===== src/rtl/instruction_fetch_unit.sv =====
// Fetch stage: issues one instruction-memory read at a time, buffers returned
// instructions in a 2-entry FIFO for decode, and drives the registered next-PC.
module instruction_fetch_unit #(
    parameter logic [31:0] RESET_PC = 32'h0000_0000
) (
    input  logic        iClk,
    input  logic        iReset,
    input  logic [31:0] iPC,
    input  logic        iHalt,
    output logic [31:0] oNextPC,
    input  logic        iRedirect,
    input  logic [31:0] iRedirectPC,
    output logic        oMemReq,
    output logic [31:0] oMemAddr,
    input  logic        iMemGnt,
    input  logic        iMemRdValid,
    input  logic [31:0] iMemRdData,
    output logic        oInstrValid,
    output logic [31:0] oInstr,
    output logic [31:0] oInstrPC,
    input  logic        iDecodeReady,
    output logic [1:0]  oDbgState
);
    // Handshakes: a memory request transfers on a cycle with oMemReq&iMemGnt and
    // oMemReq/oMemAddr hold until then; exactly one iMemRdValid follows each
    // transfer. An instruction transfers on oInstrValid&iDecodeReady and the
    // head (oInstr/oInstrPC) holds while decode stalls.
    typedef enum logic [1:0] {IDLE = 2'd0, REQ = 2'd1, WAIT = 2'd2} fetchStateT;

    fetchStateT  state;
    logic        discard;
    logic [31:0] inflightPC;
    logic [1:0]  count;
    logic [31:0] fifoInstr [2];
    logic [31:0] fifoPC [2];
    logic        push;
    logic        pop;

    assign push        = (state == WAIT) && iMemRdValid && !discard && !iRedirect;
    assign pop         = oInstrValid && iDecodeReady && !iRedirect;
    assign oInstrValid = (count != 2'd0);
    assign oInstr      = fifoInstr[0];
    assign oInstrPC    = fifoPC[0];
    assign oDbgState   = state;

    always_ff @(posedge iClk or posedge iReset) begin
        if (iReset) begin
            state      <= IDLE;
            oNextPC    <= RESET_PC;
            oMemReq    <= 1'b0;
            oMemAddr   <= '0;
            inflightPC <= '0;
            discard    <= 1'b0;
        end else begin
            if (iRedirect) begin
                oNextPC <= iRedirectPC;
            end
            case (state)
                IDLE: begin
                    if (!iRedirect && !iHalt && (count < 2'd2)) begin
                        state      <= REQ;
                        oMemReq    <= 1'b1;
                        oMemAddr   <= iPC;
                        inflightPC <= iPC;
                    end
                end
                REQ: begin
                    if (iRedirect) begin
                        discard <= 1'b1;
                    end
                    if (iMemGnt) begin
                        oMemReq <= 1'b0;
                        state   <= WAIT;
                        if (!iRedirect && !discard) begin
                            oNextPC <= oMemAddr + 32'd4;
                        end
                    end
                end
                WAIT: begin
                    // A response arriving with a redirect is the one being
                    // flushed, so the discard flag must not outlive it.
                    if (iMemRdValid) begin
                        state   <= IDLE;
                        discard <= 1'b0;
                    end else if (iRedirect) begin
                        discard <= 1'b1;
                    end
                end
                default: state <= IDLE;
            endcase
        end
    end

    // Shift FIFO: entry 0 is always the head presented to decode.
    always_ff @(posedge iClk or posedge iReset) begin
        if (iReset) begin
            count        <= 2'd0;
            fifoInstr[0] <= '0;
            fifoInstr[1] <= '0;
            fifoPC[0]    <= '0;
            fifoPC[1]    <= '0;
        end else if (iRedirect) begin
            count <= 2'd0;
        end else begin
            case ({push, pop})
                2'b10: begin
                    fifoInstr[count[0]] <= iMemRdData;
                    fifoPC[count[0]]    <= inflightPC;
                    count               <= count + 2'd1;
                end
                2'b01: begin
                    fifoInstr[0] <= fifoInstr[1];
                    fifoPC[0]    <= fifoPC[1];
                    count        <= count - 2'd1;
                end
                2'b11: begin
                    if (count == 2'd1) begin
                        fifoInstr[0] <= iMemRdData;
                        fifoPC[0]    <= inflightPC;
                    end else begin
                        fifoInstr[0] <= fifoInstr[1];
                        fifoPC[0]    <= fifoPC[1];
                        fifoInstr[1] <= iMemRdData;
                        fifoPC[1]    <= inflightPC;
                    end
                end
                default: ;
            endcase
        end
    end
endmodule


===== config.mk =====
export PLATFORM = sky130hd
export DESIGN_NAME = instruction_fetch_unit
export DESIGN_NICKNAME = d
export VERILOG_FILES = /design/src/rtl/instruction_fetch_unit.sv
export SDC_FILE = /design/constraint.sdc
export NUM_CORES = 1
export LEC_CHECK = 0
export CAP_MARGIN = 20
export CELL_PAD_IN_SITES_DETAIL_PLACEMENT = 1
export CELL_PAD_IN_SITES_GLOBAL_PLACEMENT = 1
export CORE_MARGIN = 10
export CORE_UTILIZATION = 30
export DETAILED_ROUTE_END_ITERATION = 7
export PLACE_DENSITY_LB_ADDON = 0.1
export SKIP_LAST_GASP = 1
export SYNTH_ARGS = -nofsm -noshare
export SYNTH_HDL_FRONTEND = slang
export SYNTH_SLANG_ARGS = --single-unit

===== constraint.sdc =====
create_clock -name iClk -period 8.23 [get_ports iClk]
set_input_delay 1.646 -clock iClk [delete_from_list [all_inputs] [get_ports iClk]]
set_output_delay 1.646 -clock iClk [all_outputs]
set_load 0.03 [all_outputs]

After elaboration in Yosys (flattened, before gate mapping)
Index checks and enable logic that the tools add are counted.
Storage, ports and cells
  bits in registers: 198
  input bits: 103
  output and inout bits: 132
  word-level logic and storage cells: 80
Operators by class
  $add $sub $neg: 3
  $lt $le $gt $ge: 3
  equality and inequality tests: 10
  muxes and demuxes: 28
  bitwise gates (word level): 2
  reductions and logical operators: 24
Operators by type and width (count)
  $mux W32: 9
  $pmux W32 S3: 2
  $bwmux W64: 2
  $pmux W32 S2: 2
  $add A32 B3 Y32 const B: 1
  $demux W32 S1: 1
  $logic_and A1 B1 Y1: 9
  $reduce_and A3 Y1: 3
  $mux W2: 4
  $ne A2 B2 Y1 const B: 4
  $reduce_bool A2 Y1: 4
  $eq A2 B1 Y1 const B: 3
  $eq A2 B2 Y1 const B: 3
  $pmux W2 S3: 1
  $reduce_bool A3 Y1: 2
  $mux W1: 4
  $pmux W1 S2: 2
  $pmux W2 S2: 1
  $reduce_and A2 Y1: 2
  $logic_not A1 Y1: 3
  $add A2 B1 Y2 const B: 1
  $ge A2 B2 Y1 const B: 1
  $logic_not A2 Y1: 1
  $lt A2 B1 Y1 const B: 1
  other kinds (4): 4

Logic depth before layout (Yosys ltp)
  depth in word-level cells: 7
  gate-level depth with buffers: 10
  depth with buffers taken out: 7

Worst setup path after synthesis
Ideal clock, no wire load.
  path type: input -> register
  from: in iRedirect
  to: reg inflightPC[11]
  library setup time: 0.127 ns
  arrival: 2.788 ns
  required time: 8.103 ns
  slack: 5.315 ns
  stages on the path: 6
  path buffers: 3
  cells stage by stage: buf_2 nor3_1 and2_1 buf_2 buf_6 mux2_1
Between the ends
  cells in the longest elaborated chain, start to end: 4
RTL lines
  from (decl): RTL line 11  | input logic iRedirect,
  $logic_not A1 Y1: RTL line 60  | if (!iRedirect && !iHalt && (count < 2'd2)) begin
  $logic_and A1 B1 Y1 (2 in a row): RTL line 60
  $reduce_and A2 Y1 (no line)
  to (signal assigned): RTL line 64  | inflightPC <= iPC;
  to (decl): RTL line 32  | logic [31:0] inflightPC;
Every way passes these cells.
A chain may end at the register's enable or synchronous reset.

Worst setup path in the final report
  from: in iDecodeReady
  to: reg fifoInstr (netlist bit oInstr[17])
Between the ends
  cells in the longest elaborated chain, start to end: 5
RTL lines
  from (decl): RTL line 21  | input logic iDecodeReady,
  $logic_and A1 B1 Y1 (*) (2 in a row): RTL line 40  | assign pop = oInstrValid && iDecodeReady && !iRedirect;
  $eq A2 B2 Y1 or $eq A2 B1 Y1 (tied branches): RTL line 105  | case ({push, pop})
  $reduce_bool A3 Y1 (no line)
  $reduce_and A2 Y1 (no line)
  to (signal, indexed assignment): RTL line 107  | fifoInstr[count[0]] <= iMemRdData;
  to (decl): RTL line 34  | logic [31:0] fifoInstr [2];
Every way passes the cells marked *; elsewhere a longest branch is shown, timed or not.

==> metrics.txt <==
synth unique cells=40; share of synthesized registers carrying an async set or reset=100%; post-synthesis simple-gate area fraction=8.76%; Peak VDD IR=163 uV; full die area=39,200 sq um; clock latency at the later pin of the worst-skew pair=0.43 ns; XOR/XNOR Fraction of Synth Area=2.76%; GP Congestion=0.746; Die Ht=198 microns; Synth Instances=820; initial DRC count=203; # H-tree levels=4; Compound-Gate Fraction of Synth Area=7.51%; min Tclk post-route=3.96 ns; Max Slew Vio Count=0; Worst Hold Class=register to register; Worst-path clk slew=0.07 ns; Yosys top cell by area=dfrtp_1; Ys Warns=0; CTS root buffer=clkbuf_16; Required @ worst endpoint=8.52 ns; P_leak=5.24 nW; final WL=27.5 mm; most common cell after layout, fill and taps aside=clkdlybuf4s50_1; Adder-Cell Fraction of Synth Area=0.789%; width of the die=198 microns; IO buf count=234; Worst R2R Start=count[0]$_DFFE_PP0P_; CTS Buf Count=17; TritonCTS clock tree=built; CP Class=primary input to register; boundary pin count=235; RSZ-0062 raised after global routing=false; first-pass iteration count of the detailed router=4; actual slew at the worst max-slew pin=0.949 ns; Worst Setup EP=oInstr[17]$_DFFE_PP0P_; beginning of the critical path=iDecodeReady; vias in the first global route=6,756; Most used DFF post-synth=dfrtp_1; Area Growth Syn to Fin=29.1%; layout cell share with drive strength beyond 1=6.52%; final layout net count=1,079; final setup TNS=0 ns; post-synthesis sequential area ratio=52.1%; CP Max Fanout=44; Synth Cell Area=9520 sq um; FMAX=253 MHz; r2r endpoint=oInstr[17]$_DFFE_PP0P_; clk_skew=0.0152 ns; Via density=4.63; mux cell area share after synthesis=19.7%; Syn Area/Cell=11.6 sq um; CP endpoint kind=register; P per Cell Area=348 nW/um^2; status=completed; Max-slew headroom=36.7%; filler cell count=3,382; max_cap viols=0; # setup viols final=0; initial antenna violation count=3; Via Count=6,412; clk buf depth=2; most frequent cells in the layout=clkdlybuf4s50_1 (233), dfrtp_1 (198), nand2_1 (91); Residual DRC=0; # Post-CTS Setup Buffers=0; Clock Sinks=198; starting density of the core=30.3%; GRT Util Overall=14.2%; final core occ=39.1%; hpwl dp=19.3 mm; final hold vios=0; number of synthesized flops with an enable pin=0; kind of start point of the critical path=primary input; Reg2Reg Depth=9; core area=31,400 sq um; global-route wire length before repair=42.8 mm; Routed Antenna Nets=0; R2R Setup Slk=5.08 ns; row cnt=65; GRT overflow=0; Net Count, Synth=929; Synth Register Bits=198; crit path DAT=4.24 ns; largest net degree at the start of global routing=143; post-CTS resize count=0; hold buffer count at CTS=0; DR WL/cell=19.9 microns; Yosys top cell area share=52.1%; top post-synthesis cells by area=dfrtp_1 (52%), mux2_1 (10%), mux2i_1 (8.3%); combinational family with the most area after synthesis=multiplexers; Tcrit/Tclk final=48.1%
Yosys cell counts (8+ instances only):
library cell,number
a211oi_1,18
a21oi_1,24
buf_2,17
buf_4,67
buf_6,9
clkbuf_1,19
dfrtp_1,198
inv_1,10
mux2_1,87
mux2_2,9
mux2i_1,79
nand2_1,91
nand3_1,12
nand4_1,8
nor2b_1,19
o21ai_0,9
o21ai_1,73
xnor2_1,9
xor2_1,21
power breakdown:
| part | internal (mW) | leakage, nW | switching, mW |
|---|---|---|---|
| clock | 0.435 | 0.271 | 0.376 |
| sequential | 1.29 | 2.53 | 0.356 |
| combinational | 0.769 | 2.44 | 1.04 |
flip-flops by register name (all words and copies together), names as in the netlist:
| signal | flops |
|---|---|
| oMemReq | 1 |
| fifoPC | 32 |
| fifoInstr | 32 |
| oNextPC | 32 |
| oDbgState | 2 |
| count | 2 |
| inflightPC | 32 |
| discard | 1 |
| oInstr | 32 |
| oInstrPC | 32 |
metrics by stage:
stage	std cells	hold WS (ns)	power [mW]	area [sq um]	worst slack (ns)
6_report	1385	0.484	4.27	12300	4.27
3_5_place_dp	1352	0.474	3.52	11700	3.76
3_3_place_gp	1352	0.467	3.50	11700	3.82
2_1_floorplan	820	0.451	2.84	9520	1.19
4_1_cts	1383	0.489	4.36	12300	4.24
5_1_grt	1384	0.505	4.56	12300	4.07
layout make-up:
type | instances | area (sq um) | area share, %
clock inverter | 6 | 42.5 | 0.346
timing repair buffer | 244 | 2430 | 19.8
tap | 402 | 503 | 4.09
antenna | 1 | 2.50 | 0.0204
clock buffer | 25 | 515 | 4.20
sequential | 198 | 4950 | 40.3
multi-input combinational | 499 | 3790 | 30.8
inverter | 10 | 45.0 | 0.367
layer usage:
metal	vias to the layer above	GRT usage, %	part of all wire (%)	routed length [microns]
li1	3081	-	-	-
met1	3176	19.0	48	13100
met2	136	21.1	44	12300
met3	15	5.50	7.0	1940
met4	4	2.99	0.65	178
met5	-	0	0.098	27
how the worst min path moves through the flow:
| stage | cells after the start | slack, ns | end | from |
|---|---|---|---|---|
| 6_report | 2 | 0.48 | oInstrPC[20]$_DFFE_PP0P_ | oInstrPC[20]$_DFFE_PP0P_ |
| 2_1_floorplan | 2 | 0.45 | oInstrPC[31]$_DFFE_PP0P_ | oInstrPC[31]$_DFFE_PP0P_ |
| 5_1_grt | 1 | 0.51 | fifoInstr[18]$_DFFE_PP0P_ | fifoInstr[18]$_DFFE_PP0P_ |
| 3_3_place_gp | 2 | 0.47 | oInstr[10]$_DFFE_PP0P_ | oInstr[10]$_DFFE_PP0P_ |
| 3_5_place_dp | 2 | 0.47 | oInstr[30]$_DFFE_PP0P_ | oInstr[30]$_DFFE_PP0P_ |
| 4_1_cts | 2 | 0.49 | oInstr[30]$_DFFE_PP0P_ | oInstr[30]$_DFFE_PP0P_ |
critical path, cell delays in order:
cell and delay [ns]:
clkdlybuf4s50_1 0.48, nand2b_1 0.11, nor2_2 0.28, a21boi_4 0.23, buf_4 0.37, buf_4 0.72
mux2i_1 0.28, o21ai_1 0.07
kinds of logic after synthesis:
family / count (synthesis)
AO/OA/AOI/OAI: 130
XOR/XNOR: 30
adder cells (fa/ha/maj): 6
buffers and inverters: 123
flip-flops: 198
multiplexers: 175
AND/OR/NAND/NOR: 158
(Power assumes the default switching activity.)
